### config.mk
export PLATFORM = sky130hd
export DESIGN_NAME = regfile_write_arbiter
export DESIGN_NICKNAME = d
export VERILOG_FILES = /design/src/rtl/regfile_write_arbiter_pkg.sv /design/src/rtl/regfile_write_arbiter_rr_pick_two.sv /design/src/rtl/regfile_write_arbiter.sv
export SDC_FILE = /design/constraint.sdc
export NUM_CORES = 1
export LEC_CHECK = 0
export BUFFER_PORTS_ARGS = -buffer_cell sky130_fd_sc_hd__buf_2
export CAP_MARGIN = 20
export CORE_MARGIN = 3
export CORE_UTILIZATION = 42
export CTS_BUF_LIST = sky130_fd_sc_hd__clkbuf_8
export DETAILED_ROUTE_END_ITERATION = 10
export GPL_TIMING_DRIVEN = 0
export PLACE_DENSITY = 0.64
export SLEW_MARGIN = 20
export SYNTH_ARGS = -nofsm -noshare
export SYNTH_HDL_FRONTEND = slang
export SYNTH_HIERARCHICAL = 1
export SYNTH_SLANG_ARGS = --single-unit
export TNS_END_PERCENT = 100
### constraint.sdc
create_clock -name i_clk -period 5.5 [get_ports i_clk]
set_input_delay 0.825 -clock i_clk [delete_from_list [all_inputs] [get_ports i_clk]]
set_output_delay 0.825 -clock i_clk [all_outputs]
set_load 0.05 [all_outputs]
### src/rtl/regfile_write_arbiter_pkg.sv
// Shared register-file geometry and the round-robin index wrap helper used by
// the write arbiter and its picker.
package regfile_write_arbiter_pkg;

    localparam int          RF_DATA_W   = 16;
    localparam int          RF_ADDR_W   = 4;
    localparam int          RF_NUM_REGS = 16;
    localparam logic [3:0]  RF_LINK_REG = 4'hF;

    // Reduces ptr+offset back into 0..n-1; inputs never exceed 2n-2.
    function automatic logic [3:0] rr_wrap(input logic [3:0] sum, input logic [3:0] n);
        if (sum >= n) begin
            rr_wrap = sum - n;
        end else begin
            rr_wrap = sum;
        end
    endfunction

endpackage

### src/rtl/regfile_write_arbiter_rr_pick_two.sv
// Combinational round-robin picker: first valid request from the pointer wins
// slot A, the next one with a different address and the same byte mode wins B.
module rr_pick_two
    import regfile_write_arbiter_pkg::*;
#(
    parameter int NUM_REQ = 4,
    parameter int ADDR_W  = 4,
    parameter int PTR_W   = 2
)(
    input  logic [NUM_REQ-1:0]        i_valid,
    input  logic [NUM_REQ*ADDR_W-1:0] i_addr,
    input  logic [NUM_REQ-1:0]        i_byte,
    input  logic [PTR_W-1:0]          i_ptr,
    output logic [NUM_REQ-1:0]        o_grant_a,
    output logic [NUM_REQ-1:0]        o_grant_b,
    output logic [PTR_W-1:0]          o_idx_a,
    output logic [PTR_W-1:0]          o_idx_b,
    output logic                      o_found_a,
    output logic                      o_found_b,
    output logic                      o_other_valid
);

    logic [ADDR_W-1:0] w_addr_arr [NUM_REQ];
    logic [3:0]        w_sum;
    logic [PTR_W-1:0]  w_idx;
    logic [ADDR_W-1:0] w_a_addr;
    logic              w_a_byte;

    for (genvar g = 0; g < NUM_REQ; g++) begin : g_unpack
        assign w_addr_arr[g] = i_addr[g*ADDR_W +: ADDR_W];
    end

    // Scan in rotated order; any valid request after A that fails to pair is a rule loss
    always_comb begin
        o_grant_a     = {NUM_REQ{1'b0}};
        o_grant_b     = {NUM_REQ{1'b0}};
        o_idx_a       = {PTR_W{1'b0}};
        o_idx_b       = {PTR_W{1'b0}};
        o_found_a     = 1'b0;
        o_found_b     = 1'b0;
        o_other_valid = 1'b0;
        w_a_addr      = {ADDR_W{1'b0}};
        w_a_byte      = 1'b0;
        w_sum         = 4'd0;
        w_idx         = {PTR_W{1'b0}};
        for (int k = 0; k < NUM_REQ; k++) begin
            w_sum = 4'(i_ptr) + 4'(k);
            w_idx = PTR_W'(rr_wrap(w_sum, 4'(NUM_REQ)));
            if (!i_valid[w_idx]) begin
                w_a_byte = w_a_byte;
            end else if (!o_found_a) begin
                o_found_a        = 1'b1;
                o_idx_a          = w_idx;
                o_grant_a[w_idx] = 1'b1;
                w_a_addr         = w_addr_arr[w_idx];
                w_a_byte         = i_byte[w_idx];
            end else if (!o_found_b && (w_addr_arr[w_idx] != w_a_addr)
                         && (i_byte[w_idx] == w_a_byte)) begin
                o_found_b        = 1'b1;
                o_idx_b          = w_idx;
                o_grant_b[w_idx] = 1'b1;
            end else begin
                o_other_valid    = 1'b1;
            end
        end
    end

endmodule

### src/rtl/regfile_write_arbiter.sv
// Shares the register file's two write ports among NUM_REQ writeback sources,
// registering up to two round-robin grants per cycle onto ports 1 and 2.
module regfile_write_arbiter
    import regfile_write_arbiter_pkg::*;
#(
    parameter int NUM_REQ = 4,
    parameter int DATA_W  = RF_DATA_W,
    parameter int ADDR_W  = RF_ADDR_W
)(
    input  logic                      i_clk,
    input  logic                      i_rst,
    input  logic                      i_hold,
    input  logic [NUM_REQ-1:0]        i_req_valid,
    input  logic [NUM_REQ*ADDR_W-1:0] i_req_addr,
    input  logic [NUM_REQ*DATA_W-1:0] i_req_data,
    input  logic [NUM_REQ-1:0]        i_req_byte,
    output logic [NUM_REQ-1:0]        o_req_ready,
    output logic                      o_write_enable_1,
    output logic [ADDR_W-1:0]         o_write_addr_1,
    output logic [DATA_W-1:0]         o_write_data_1,
    output logic                      o_write_enable_2,
    output logic [ADDR_W-1:0]         o_write_addr_2,
    output logic [DATA_W-1:0]         o_write_data_2,
    output logic                      o_first_byte_only,
    output logic [(1<<ADDR_W)-1:0]    o_pending_mask,
    output logic                      o_conflict
);

    localparam int PTR_W = $clog2(NUM_REQ);
    localparam int NREG  = 1 << ADDR_W;

    logic [ADDR_W-1:0] w_addr_arr [NUM_REQ];
    logic [DATA_W-1:0] w_data_arr [NUM_REQ];

    logic [NUM_REQ-1:0] w_grant_a, w_grant_b;
    logic [PTR_W-1:0]   w_idx_a, w_idx_b, w_last;
    logic               w_found_a, w_found_b, w_other_valid;
    logic               w_go, w_accept;

    logic [PTR_W-1:0]   r_ptr, w_ptr_nx;
    logic               r_en1, r_en2, r_byte, r_conflict;
    logic [ADDR_W-1:0]  r_addr1, r_addr2, w_addr1_nx, w_addr2_nx;
    logic [DATA_W-1:0]  r_data1, r_data2, w_data1_nx, w_data2_nx;
    logic               w_byte_nx;
    logic [NREG-1:0]    r_pending, w_pend_nx;

    for (genvar g = 0; g < NUM_REQ; g++) begin : g_unpack
        assign w_addr_arr[g] = i_req_addr[g*ADDR_W +: ADDR_W];
        assign w_data_arr[g] = i_req_data[g*DATA_W +: DATA_W];
    end

    rr_pick_two #(
        .NUM_REQ (NUM_REQ),
        .ADDR_W  (ADDR_W),
        .PTR_W   (PTR_W)
    ) u_pick (
        .i_valid       (i_req_valid),
        .i_addr        (i_req_addr),
        .i_byte        (i_req_byte),
        .i_ptr         (r_ptr),
        .o_grant_a     (w_grant_a),
        .o_grant_b     (w_grant_b),
        .o_idx_a       (w_idx_a),
        .o_idx_b       (w_idx_b),
        .o_found_a     (w_found_a),
        .o_found_b     (w_found_b),
        .o_other_valid (w_other_valid)
    );

    assign w_go        = !i_hold && !i_rst;
    assign w_accept    = w_go && w_found_a;
    assign o_req_ready = (w_grant_a | w_grant_b) & {NUM_REQ{w_go}};

    // Next issue-stage contents; payload fields hold when their slot is not granted
    always_comb begin
        w_addr1_nx = r_addr1;
        w_data1_nx = r_data1;
        w_addr2_nx = r_addr2;
        w_data2_nx = r_data2;
        w_byte_nx  = r_byte;
        w_ptr_nx   = r_ptr;
        w_last     = w_found_b ? w_idx_b : w_idx_a;
        if (w_accept) begin
            w_addr1_nx = w_addr_arr[w_idx_a];
            w_data1_nx = w_data_arr[w_idx_a];
            w_byte_nx  = i_req_byte[w_idx_a];
            w_ptr_nx   = PTR_W'(rr_wrap(4'(w_last) + 4'd1, 4'(NUM_REQ)));
            if (w_found_b) begin
                w_addr2_nx = w_addr_arr[w_idx_b];
                w_data2_nx = w_data_arr[w_idx_b];
            end else begin
                w_addr2_nx = r_addr2;
            end
        end else begin
            w_ptr_nx = r_ptr;
        end
        w_pend_nx = (w_accept ? (NREG'(1) << w_addr1_nx) : {NREG{1'b0}})
                  | ((w_accept && w_found_b) ? (NREG'(1) << w_addr2_nx) : {NREG{1'b0}});
    end

    // Issue registers, round-robin pointer and conflict pulse
    always_ff @(posedge i_clk or posedge i_rst) begin
        if (i_rst) begin
            r_ptr      <= {PTR_W{1'b0}};
            r_en1      <= 1'b0;
            r_en2      <= 1'b0;
            r_addr1    <= {ADDR_W{1'b0}};
            r_addr2    <= {ADDR_W{1'b0}};
            r_data1    <= {DATA_W{1'b0}};
            r_data2    <= {DATA_W{1'b0}};
            r_byte     <= 1'b0;
            r_pending  <= {NREG{1'b0}};
            r_conflict <= 1'b0;
        end else begin
            r_ptr      <= w_ptr_nx;
            r_en1      <= w_accept;
            r_en2      <= w_accept && w_found_b;
            r_addr1    <= w_addr1_nx;
            r_addr2    <= w_addr2_nx;
            r_data1    <= w_data1_nx;
            r_data2    <= w_data2_nx;
            r_byte     <= w_byte_nx;
            r_pending  <= w_pend_nx;
            r_conflict <= w_accept && !w_found_b && w_other_valid;
        end
    end

    assign o_write_enable_1  = r_en1;
    assign o_write_addr_1    = r_addr1;
    assign o_write_data_1    = r_data1;
    assign o_write_enable_2  = r_en2;
    assign o_write_addr_2    = r_addr2;
    assign o_write_data_2    = r_data2;
    assign o_first_byte_only = r_byte;
    assign o_pending_mask    = r_pending;
    assign o_conflict        = r_conflict;

endmodule

# ---- Word-level counts from Yosys, hierarchy flattened
# Cells that the tools add are included.
dict set report totals {
  reg_bits 62
  elab_cells 206
}
dict set report op_classes {
  n_addsub 9
  n_lt_le_gt_ge 20
  n_eq_ne 6
  shifts 2
  mux 125
  bitwise_logic 14
  reduce_logical 20
}
# cell n
set op_table {}
lappend op_table {{$mux W4} 36}
lappend op_table {{$mux W16} 6}
lappend op_table {{$bmux W16 S2} 2}
lappend op_table {{$bmux W4 S2} 6}
lappend op_table {{$mux W2} 22}
lappend op_table {{$mux W1} 40}
lappend op_table {{$shl A1 B4 Y16 const A} 2}
lappend op_table {{$ge A3 B3 Y1 const B} 10}
lappend op_table {{$or A4 B4 Y4} 6}
lappend op_table {{$bmux W1 S2} 9}
lappend op_table {{$not A2 Y3} 6}
lappend op_table {{$or A16 B16 Y16} 1}
lappend op_table {{$lt A2 B3 Y1 const B} 5}
lappend op_table {{$logic_and A1 B1 Y1} 14}
lappend op_table {{$ne A4 B4 Y1} 3}
lappend op_table {{$sub A2 B1 Y2 const B} 5}
lappend op_table {{$demux W1 S2} 4}
lappend op_table {{$ge A2 B1 Y1 const B} 4}
lappend op_table {{$add A2 B1 Y3 const B} 2}
lappend op_table {{$add A2 B2 Y3 const B} 2}
lappend op_table {{$logic_not A1 Y1} 5}
lappend op_table {{$and A4 B4 Y4} 1}
lappend op_table {{$eq A1 B1 Y1} 3}
lappend op_table {{$ge A2 B3 Y1 const B} 1}
lappend op_table {{$reduce_and A2 Y1} 1}

# ---- Depth between registers and ports, before layout
# Gate-level depths: netlist of the first run.
dict set report logic_depth {
  depth_word 33
  mapped_depth 20
  depth_no_buf 13
}

# ---- Modules after synthesis
# The synthesis of the first run kept the hierarchy.
# mod n_inst cells_per_inst area_each_um2 seq_area_each_um2
set modules_own_cells {}
lappend modules_own_cells {regfile_write_arbiter 1 308 3467.1 1551.5}
lappend modules_own_cells {rr_pick_two 1 219 1848.0 0.0}

# ---- Worst setup path after synthesis of the first run
# No wires, ideal clock.
dict set report synth_path {
  path_kind {register to register}
  from {reg r_ptr[0]}
  to {reg r_pending[8] (netlist: o_pending_mask[8])}
  setup_ns 0.082
  arrival_time_ns 4.482
  setup_slack_ns 0.935
  path_stages_with_launch 18
  synth_period_minus_slack_ns 4.565
  cell_sequence {dfrtp_1 > buf_6 > buf_6 > buf_6 > inv_1 > ha_1 > buf_2 > mux4_2 > xnor2_1 > a41oi_1 > a221oi_4 > nor4_2 > nand3b_1 > o311ai_1 > buf_2 > mux4_2 > or3_4 > o22ai_1}
}
dict set report synth_between {
  elab_chain_len 33
}
# item line
set synth_rtl {}
lappend synth_rtl {{start, declared} regfile_write_arbiter.sv:40} ;# logic [PTR_W-1:0] r_ptr, w_ptr_nx;
lappend synth_rtl {{start signal, assigned} regfile_write_arbiter.sv:104} ;# r_ptr <= {PTR_W{1'b0}};
lappend synth_rtl {{start signal, assigned} regfile_write_arbiter.sv:115} ;# r_ptr <= w_ptr_nx;
lappend synth_rtl {{$add A2 B1 Y3, or another cell as far along} regfile_write_arbiter_rr_pick_two.sv:47} ;# w_sum = 4'(i_ptr) + 4'(k);
lappend synth_rtl {{$ge A3 B3 Y1, or another cell as far along} regfile_write_arbiter_pkg.sv:12} ;# if (sum >= n) begin
lappend synth_rtl {{$mux W2 / $not A2 Y3 (equally long branches)} {regfile_write_arbiter_pkg.sv:12, regfile_write_arbiter_rr_pick_two.sv:55}}
lappend synth_rtl {{$not A2 Y3 (implied by the code) / $bmux W4 S2 (equally long branches)} {regfile_write_arbiter_rr_pick_two.sv:55, regfile_write_arbiter_rr_pick_two.sv:57}}
lappend synth_rtl {{$bmux W4 S2 / $mux W4 (equally long branches)} {regfile_write_arbiter_rr_pick_two.sv:55, regfile_write_arbiter_rr_pick_two.sv:57}}
lappend synth_rtl {{$mux W4, on equally long branches} n/a}
lappend synth_rtl {{$mux W4, on equally long branches} {regfile_write_arbiter_rr_pick_two.sv:55, regfile_write_arbiter_rr_pick_two.sv:57, regfile_write_arbiter_rr_pick_two.sv:49}}
lappend synth_rtl {{$ne A4 B4 Y1} regfile_write_arbiter_rr_pick_two.sv:57} ;# end else if (!o_found_b && (w_addr_arr[w_idx] != w_a_addr)
lappend synth_rtl {{[16 not listed]} n/a}
lappend synth_rtl {{named net w_idx_b[0]} regfile_write_arbiter.sv:36} ;# logic [PTR_W-1:0] w_idx_a, w_idx_b, w_last;
lappend synth_rtl {{[1 not listed]} n/a}
lappend synth_rtl {{$bmux W4 S2 (*)} regfile_write_arbiter.sv:89} ;# w_addr2_nx = w_addr_arr[w_idx_b];
lappend synth_rtl {{$mux W4 (implied by the code) (*) (2 in series)} regfile_write_arbiter.sv:89}
lappend synth_rtl {{$mux W4 (*)} regfile_write_arbiter.sv:88} ;# if (w_found_b) begin
lappend synth_rtl {{$mux W4 (*)} regfile_write_arbiter.sv:83} ;# if (w_accept) begin
lappend synth_rtl {{$shl A1 B4 Y16 (*)} regfile_write_arbiter.sv:98} ;# | ((w_accept && w_found_b) ? (NREG'(1) << w_addr2_nx) : {NREG{1'b0}});
lappend synth_rtl {{$mux W16 (*)} regfile_write_arbiter.sv:98}
lappend synth_rtl {{$or A16 B16 Y16 (*)} regfile_write_arbiter.sv:98}
lappend synth_rtl {{named net w_pend_nx[8]} regfile_write_arbiter.sv:45} ;# logic [NREG-1:0] r_pending, w_pend_nx;
lappend synth_rtl {{end signal, assigned} regfile_write_arbiter.sv:112} ;# r_pending <= {NREG{1'b0}};
lappend synth_rtl {{end signal, assigned} regfile_write_arbiter.sv:123} ;# r_pending <= w_pend_nx;
lappend synth_rtl {{end, declared} regfile_write_arbiter.sv:45}
# The timed path passes the listed nets; every way through them passes the cells marked *. The select of a mux whose other input is x is not followed.
# A chain may end at the register's enable or synchronous reset.

# ---- Worst setup path in the final report of the first run
dict set report layout_path {
  from {reg r_ptr[0]}
  to {out o_req_ready[0]}
}
dict set report layout_between {
  elab_chain_len 26
}
# item line
set layout_rtl {}
lappend layout_rtl {{$add A2 B1 Y3, or another cell as far along} regfile_write_arbiter_rr_pick_two.sv:47}
lappend layout_rtl {{$ge A3 B3 Y1, or another cell as far along} regfile_write_arbiter_pkg.sv:12}
lappend layout_rtl {{$mux W2 / $not A2 Y3 (equally long branches)} {regfile_write_arbiter_pkg.sv:12, regfile_write_arbiter_rr_pick_two.sv:55}}
lappend layout_rtl {{$not A2 Y3 (implied by the code) / $bmux W4 S2 (equally long branches)} {regfile_write_arbiter_rr_pick_two.sv:55, regfile_write_arbiter_rr_pick_two.sv:57}}
lappend layout_rtl {{$bmux W4 S2 / $mux W4 (equally long branches)} {regfile_write_arbiter_rr_pick_two.sv:55, regfile_write_arbiter_rr_pick_two.sv:57}}
lappend layout_rtl {{$mux W4, on equally long branches} n/a}
lappend layout_rtl {{$mux W4, on equally long branches} {regfile_write_arbiter_rr_pick_two.sv:55, regfile_write_arbiter_rr_pick_two.sv:57, regfile_write_arbiter_rr_pick_two.sv:49}}
lappend layout_rtl {{$ne A4 B4 Y1} regfile_write_arbiter_rr_pick_two.sv:57}
lappend layout_rtl {{[11 not listed]} n/a}
lappend layout_rtl {{$logic_and A1 B1 Y1} regfile_write_arbiter_rr_pick_two.sv:57}
lappend layout_rtl {{$logic_and A1 B1 Y1} regfile_write_arbiter_rr_pick_two.sv:58} ;# && (i_byte[w_idx] == w_a_byte)) begin
lappend layout_rtl {{$mux W4} regfile_write_arbiter_rr_pick_two.sv:57}
lappend layout_rtl {{$mux W4} regfile_write_arbiter_rr_pick_two.sv:51} ;# end else if (!o_found_a) begin
lappend layout_rtl {{$mux W4 (*)} regfile_write_arbiter_rr_pick_two.sv:49} ;# if (!i_valid[w_idx]) begin
lappend layout_rtl {{named net w_grant_b[0]} regfile_write_arbiter.sv:35} ;# logic [NUM_REQ-1:0] w_grant_a, w_grant_b;
lappend layout_rtl {{$or A4 B4 Y4 (*)} regfile_write_arbiter.sv:72} ;# assign o_req_ready = (w_grant_a | w_grant_b) & {NUM_REQ{w_go}};
lappend layout_rtl {{$and A4 B4 Y4 (*)} regfile_write_arbiter.sv:72}
lappend layout_rtl {{end, declared} regfile_write_arbiter.sv:17} ;# output logic [NUM_REQ-1:0] o_req_ready,
# Marks and branches as above.

==> results of run 1 <==
==> what timing repair did <==
action                     CTS  global route
resized for setup            5            15
setup endpoints to repair   33            44
gates cloned                 0             0
pin swaps                    0             1
==> worst register-to-register path, stage by stage (launching register included) <==
cell and delay, ns:
dfrtp_2 0.42, buf_6 0.20, buf_6 0.20, buf_6 0.20
inv_1 0.17, ha_1 0.37, buf_4 0.22, mux4_2 0.35
buf_2 0.21, clkinv_2 0.12, nand2_1 0.14, nor3_2 0.45
nor4_1 0.13, a31oi_1 0.50, buf_2 0.40, mux4_2 0.40
and2_4 0.20, a21oi_4 0.15, inv_2 0.07, o32ai_2 0.25
==> cell type report <==
cell class | instances | area [um^2]
buffer | 34 | 195.2
clock inverter | 5 | 48.80
sequential | 62 | 1553
tap | 168 | 210.2
fill | 1129 | 5612
multi-input combinational | 407 | 3537
timing repair buffer | 155 | 808.3
clock buffer | 11 | 151.4
inverter | 24 | 96.34
==> registers in the layout, summed over array words and instances, names as in the netlist <==
name	cells
o_pending_mask	16
o_write_data_1	16
o_write_data_2	16
o_write_addr_1	4
o_write_addr_2	4
r_ptr	2
o_conflict	1
o_first_byte_only	1
o_write_enable_1	1
o_write_enable_2	1
==> placed cells by master, fill, tap and decap left out, types with 3 or more instances in the layout <==
master    Yosys  routed
xor2_1        6       5
o32ai_1       6       6
clkbuf_4      0       4
clkinv_2      1       4
o311ai_1      6       5
xnor2_1      13      13
buf_4         2       4
clkbuf_2      0       3
o22ai_1      10      10
o21a_1        4       4
clkbuf_1      9       7
a21oi_1      12      12
nor4bb_1      3       3
o21ai_1       4       4
ha_1          5       5
and3_1        3       3
a31oi_1       5       4
buf_2        16     165
dfrtp_1      62      61
nand2b_1      8       8
o21ai_0      13      13
nand2_1     145     145
nor2_1       17      17
a22oi_1       6       6
inv_1        19      19
buf_6         4       4
mux4_2       67      67
inv_2         3       3
nor2b_1       9       9
nand3_1       4       4
nor3_1        7       6
nand3b_1      6       6
or3_1         3       3
clkbuf_8      0      11
==> layer usage <==
layer | vias up | wire length [um] | part of all wire, %
met5 | - | 0 | 0
met1 | 2544 | 6560 | 39
li1 | 2295 | - | -
met2 | 269 | 8334 | 50
met3 | 30 | 1388 | 8.4
met4 | 0 | 335 | 2.0
==> final timing paths <==
kind,from,to,depth (start not counted),slack (ns)
max,r_ptr[0],o_req_ready[0],16,0.23
min,i_rst,o_write_enable_1,2,0.37
max reg2reg,r_ptr[0],o_pending_mask[11],19,0.27
min reg2reg,o_write_data_2[13],o_write_data_2[13],2,0.47
max in group asynchronous,i_rst,o_write_data_2[15],3,4.67
min in group i_clk,o_write_data_2[13],o_write_data_2[13],2,0.47
==> per-stage QoR <==
step                      instance area, um^2  utilization [%]  setup TNS (ns)  hold slack (ns)
after floorplan                          5315                -               0           0.4952
after global placement                   6296            51.56          -1.718           0.4541
after detailed placement                 6326            51.80          -3.763           0.4578
after CTS                                6545            53.60               0           0.3507
after global routing                     6600            54.05               0           0.3546
final                                    6600            54.05               0           0.3676
==> kinds of logic after synthesis <==
logic type | share of synthesized area, %
compound gates | 13.02
simple gates | 19.26
mux | 28.98
fa+ha+maj | 1.177
flops | 29.19
buf+inv | 5.249
xor+xnor | 3.131
==> flow_metrics.env, run 1 <==
export IMPL_run_status="complete, no violations"
export IMPL_global_route_peak_usage_layer="met2"
export IMPL_most_used_standard_cell_by_instance_count_after_synthesis="nand2_1"
export IMPL_synthesis_instances=527
export IMPL_synth_nets=623
export IMPL_post_dp_hpwl_um=12930
export IMPL_synth_top_cell_by_area="dfrtp_1"
export IMPL_avgRoutedWirePerCell_um=19.19
export IMPL_post_route_drc_count=0
export IMPL_yosysWarningCount=6
export IMPL_crit_chain="buf_6 > buf_6 > buf_6 > inv_1 > ha_1 > buf_4 > mux4_2 > buf_2 > clkbuf_2 > nand2_1 > nor3_2 > clkbuf_1 > nand3b_1 > o311ai_2 > o21a_1 > clkbuf_4"
export IMPL_synth_top_cells_by_area="dfrtp_1 (29%), mux4_2 (28%), nand2_1 (10%)"
export IMPL_grt_remaining_overflow=0
export IMPL_min_delay_path_class="input port to async pin"
export IMPL_tritoncts_num_sinks=62
export IMPL_yosysSeqAreaShare_pct=29.19
export IMPL_cts_made_buffers=9
export IMPL_grt_start_max_net_pins=61
export IMPL_final_instance_count_excl_fill=866
export IMPL_timing_final_hold_violations=0
export IMPL_synth_top_flop_cell="dfrtp_1"
export IMPL_critical_path_max_stage_delay_ns=0.42
export IMPL_ctsLongestPathBuffers=2
export IMPL_synth_top_cell_area_share_pct=29.19
export IMPL_timing_critical_path_to_type="primary output"
export IMPL_numPlacedInstances=850
export IMPL_vias=5138
export IMPL_placement_io_buffers=154
export IMPL_route_detailed_vias_per_inst=5.933
export IMPL_crit_path_arrival_time_ns=4.44
export IMPL_floorplan_die_width_um=118.5
export IMPL_layout_worst_path_cycle_share_pct=95.82
export IMPL_rsz0062_at_grt="no"
export IMPL_synth_avg_cell_area_um2=10.09
export IMPL_route_antenna_remaining_nets=0
export IMPL_use_met1_pct=29.31
export IMPL_cp_start_kind="flip-flop"
export IMPL_antenna_violations_before_repair=0
export IMPL_grtUsageMet3_pct=4.354
export IMPL_netlist_cell_type_count=67
export IMPL_globalplace_congestion=0.9310
export IMPL_area_growth_synth_to_final_pct=24.18
export IMPL_setup_viol=0
export IMPL_floorplan_core_area_um2=12210
export IMPL_async_reset_ff_share_pct=100.0
export IMPL_drive_gt1_share_pct=41.69
export IMPL_dieArea_um2=14040
export IMPL_pre_cts_slack_ns=-0.2029
export IMPL_detailedRoute_firstIterationViolations=421
export IMPL_timing_critical_path_fanout_max=10
export IMPL_syn_cell_area_um2=5315
export IMPL_critPathSlowestCell="dfrtp_2"
export IMPL_first_global_vias=5121
export IMPL_maxCapViolCount=0
export IMPL_clock_latency_ns=0.34
export IMPL_final_critical_period_ns=5.270
export IMPL_grt_pass1_wl_um=26630
export IMPL_diodes=0
export IMPL_timing_critical_path_required_ns=4.68
export IMPL_num_rows=40
export IMPL_met2_usage_pct=41.44
export IMPL_clock_skew_final_ns=0.006451
export IMPL_critPathMostFrequentCell="buf_6"
export IMPL_synth_top_cells_by_count="nand2_1 (145), mux4_2 (67), dfrtp_1 (62)"
export IMPL_synth_edf_count=0
export IMPL_timing_final_ws_setup_ns=0.2300
export IMPL_num_io_pins=155
export IMPL_grt_total_usage_pct=23.55
export IMPL_fin_nets=789
export IMPL_cp_top_family="buffers and inverters"
export IMPL_totalWireLength_um=16620
export IMPL_least_margin_pin_slew_ns=0.6378
export IMPL_cts_clk_slew_worst_paths_ns=0.06
export IMPL_firstDrtPassIters=5
export IMPL_criticalPathCategory="flip-flop to primary output"
export IMPL_synth_ff_latch_count=62
export IMPL_start_util_pct=43.52
export IMPL_root_buffer="clkbuf_8"
export IMPL_buffering_stage_count_on_the_worst_path_with_inverters_included=9
export IMPL_cts_setup_buffers=0
export IMPL_die_y_um=118.5
export IMPL_slew_viol_final=0
export IMPL_htree_num_levels=3
export IMPL_tritoncts_clock_tree="done"
export IMPL_timing_max_slew_rel_slack_pct=56.81
export IMPL_holdBufCountCts=0
export IMPL_fmaxAchievable_mhz=189.8
Power of run 1 is not shown: default switching activity piles up to over one toggle a cycle in this logic, so the estimate is an artifact.
==> inputs of run 2 (changes only) <==
Settings changed: CAP_MARGIN 20 to 25, PLACE_DENSITY 0.64 to 0.63, SYNTH_HIERARCHICAL 1 to default, TNS_END_PERCENT 100 to default.
==> flow_metrics.env, run 2 <==
export IMPL_setup_viol=0
export IMPL_ctsLongestPathBuffers=2
export IMPL_antenna_violations_before_repair=1
export IMPL_drive_gt1_share_pct=33.21
export IMPL_netlist_cell_type_count=81
export IMPL_cp_start_kind="flip-flop"
export IMPL_final_instance_count_excl_fill=1018
export IMPL_slew_viol_final=0
export IMPL_yosysSeqAreaShare_pct=25.58
export IMPL_tritoncts_num_sinks=62
export IMPL_timing_critical_path_required_ns=4.68
export IMPL_criticalPathCategory="flip-flop to primary output"
export IMPL_synth_top_cells_by_area="dfrtp_1 (26%), mux2i_1 (10%), mux2_2 (6.9%)"
export IMPL_area_growth_synth_to_final_pct=20.75
export IMPL_grt_pass1_wl_um=33310
export IMPL_globalplace_congestion=0.9795
export IMPL_timing_critical_path_fanout_max=11
export IMPL_numPlacedInstances=1003
export IMPL_met3RoutedLength_um=1846
export IMPL_fin_nets=928
export IMPL_grt_start_max_net_pins=59
export IMPL_cts_clk_slew_worst_paths_ns=0.08
export IMPL_synth_top_flop_cell="dfrtp_1"
export IMPL_post_dp_hpwl_um=15970
export IMPL_first_global_vias=6196
export IMPL_crit_path_arrival_time_ns=4.41
export IMPL_synth_top_cell_area_share_pct=25.58
export IMPL_min_delay_path_class="input port to async pin"
export IMPL_timing_final_hold_violations=0
export IMPL_synth_top_cells_by_count="nand2_1 (82), mux2i_1 (63), dfrtp_1 (62)"
export IMPL_maxCapViolCount=0
export IMPL_dr_wl_met2_um=10230
export IMPL_run_status="complete, no violations"
export IMPL_dieArea_um2=15920
export IMPL_layout_commonest_cell="buf_2"
export IMPL_avgRoutedWirePerCell_um=20.65
export IMPL_final_critical_period_ns=5.240
export IMPL_synth_ff_latch_count=62
export IMPL_async_reset_ff_share_pct=100.0
export IMPL_syn_cell_area_um2=6066
export IMPL_rsz0062_at_grt="no"
export IMPL_start_util_pct=43.36
export IMPL_totalNegativeSetupSlack_ns=0
export IMPL_least_margin_pin_slew_ns=0.9125
export IMPL_synth_nets=771
export IMPL_clock_latency_ns=0.35
export IMPL_route_detailed_vias_per_inst=6.166
export IMPL_route_antenna_remaining_nets=0
export IMPL_fmaxAchievable_mhz=190.9
export IMPL_yosysWarningCount=0
export IMPL_fin_hold_ws_ns=0.3594
export IMPL_cts_made_buffers=9
export IMPL_grt_total_usage_pct=25.82
export IMPL_grt_remaining_overflow=0
export IMPL_timing_max_slew_rel_slack_pct=38.88
export IMPL_die_y_um=126.2
export IMPL_floorplan_core_area_um2=13990
export IMPL_synth_top_cell_by_area="dfrtp_1"
export IMPL_post_route_drc_count=0
export IMPL_totalWireLength_um=21020
export IMPL_detailedRoute_firstIterationViolations=592
export IMPL_firstDrtPassIters=6
export IMPL_drt_met1_wl_um=8251
export IMPL_root_buffer="clkbuf_8"
export IMPL_vias=6277
export IMPL_clock_skew_final_ns=0.01111
export IMPL_synth_edf_count=0
export IMPL_timing_critical_path_to_type="primary output"
export IMPL_holdBufCountCts=0
export IMPL_top_layer="met4"
export IMPL_most_common_layout_cells="buf_2 (157), nand2_1 (81), mux2i_1 (63), dfrtp_1 (61), o21ai_0 (52)"
export IMPL_placement_io_buffers=147
export IMPL_synth_avg_cell_area_um2=8.986
export IMPL_synthesis_instances=675
export IMPL_tritoncts_clock_tree="done"
export IMPL_layout_worst_path_cycle_share_pct=95.27
export IMPL_most_used_standard_cell_by_instance_count_after_synthesis="nand2_1"
export IMPL_num_io_pins=155
export IMPL_htree_num_levels=3
export IMPL_num_rows=43
export IMPL_floorplan_die_width_um=126.2
[run 2: changes by cell type in the layout (fill, tap and decap cells not counted), sizes merged, moves of 15 or more]
cell   previous run  this run
o41ai             0        16
mux2i             2        63
a21oi            13        28
nand2           146        82
mux4             67        23
mux2              1        37
nor2             17        42
o21ai            17        54
nand3             4        21
[run 2: cell type report]
class                      count  area, um^2
timing repair buffer         149       770.7
fill                        1349        6664
sequential                    62        1553
tap                          180       225.2
clock buffer                   9       123.9
buffer                        52       281.5
inverter                      11       43.79
antenna                        1       2.502
clock inverter                 7       90.09
multi-input combinational    547        4234
[run 2: kinds of logic (layout without fill, tap and decap cells)]
family                   Yosys count  in the layout  synth area share [%]
other                              0              1                     0
multiplexers                     123            123                 26.36
adder cells (fa/ha/maj)            6              6                 1.196
buffers and inverters             66            228                 5.260
AND/OR/NAND/NOR                  227            227                 18.71
XOR/XNOR                          18             18                 2.599
AO/OA/AOI/OAI                    173            173                 20.30
flip-flops                        62             62                 25.58
[run 2: path summary, 6_finish.rpt]
kind	from	endpoint	slack (ns)	cells past startpoint
worst max-delay path	r_ptr[0]	o_req_ready[0]	0.26	17
worst min-delay path	i_rst	o_write_enable_2	0.36	2
worst max register to register	r_ptr[0]	o_write_data_2[3]	0.39	18
worst min register to register	o_write_data_1[4]	o_write_data_1[4]	0.48	2
max in group asynchronous	i_rst	r_ptr[0]	4.62	3
min in group i_clk	o_write_data_1[4]	o_write_data_1[4]	0.48	2
[run 2: stage by stage]
| step | area (um^2) | worst slack, ns | utilization [%] |
|---|---|---|---|
| 6_report | 7325 | 0.2604 | 52.36 |
| 5_1_grt | 7325 | 0.1109 | 52.36 |
| 4_1_cts | 7287 | 0.01341 | 52.09 |
| 3_5_place_dp | 7057 | -0.4677 | 50.45 |
| 3_3_place_gp | 7027 | -0.3716 | 50.23 |
| 2_1_floorplan | 6066 | 0.2692 | - |
[run 2: critical path, cell delays in order, from the launching register on]
cell and delay [ns]:
dfrtp_2 0.43, buf_6 0.18, buf_12 0.15, inv_1 0.11, buf_4 0.22, ha_4 0.35
buf_2 0.28, mux4_1 0.42, xor2_1 0.20, nor3_1 0.37, nand3_1 0.13, o21a_1 0.18
and2_1 0.18, o211ai_1 0.13, a21oi_2 0.13, a221oi_1 0.33, nor2_1 0.07, buf_2 0.21
[run 2: per-layer routing]
metal,global-route usage (%),up-vias
met5,0,-
met2,44.29,349
li1,-,2871
met1,31.84,2996
met4,9.842,0
met3,5.556,61
[run 2: repair_timing]
| item | in CTS | in global routing |
|---|---|---|
| pin swaps | 0 | 1 |
| setup buffers | 0 | 1 |
| hold endpoints to repair | 0 | 0 |
| endpoints found under the setup margin | 51 | 42 |
| gates resized for setup | 8 | 11 |
Power of run 2 is left out for the same reason.
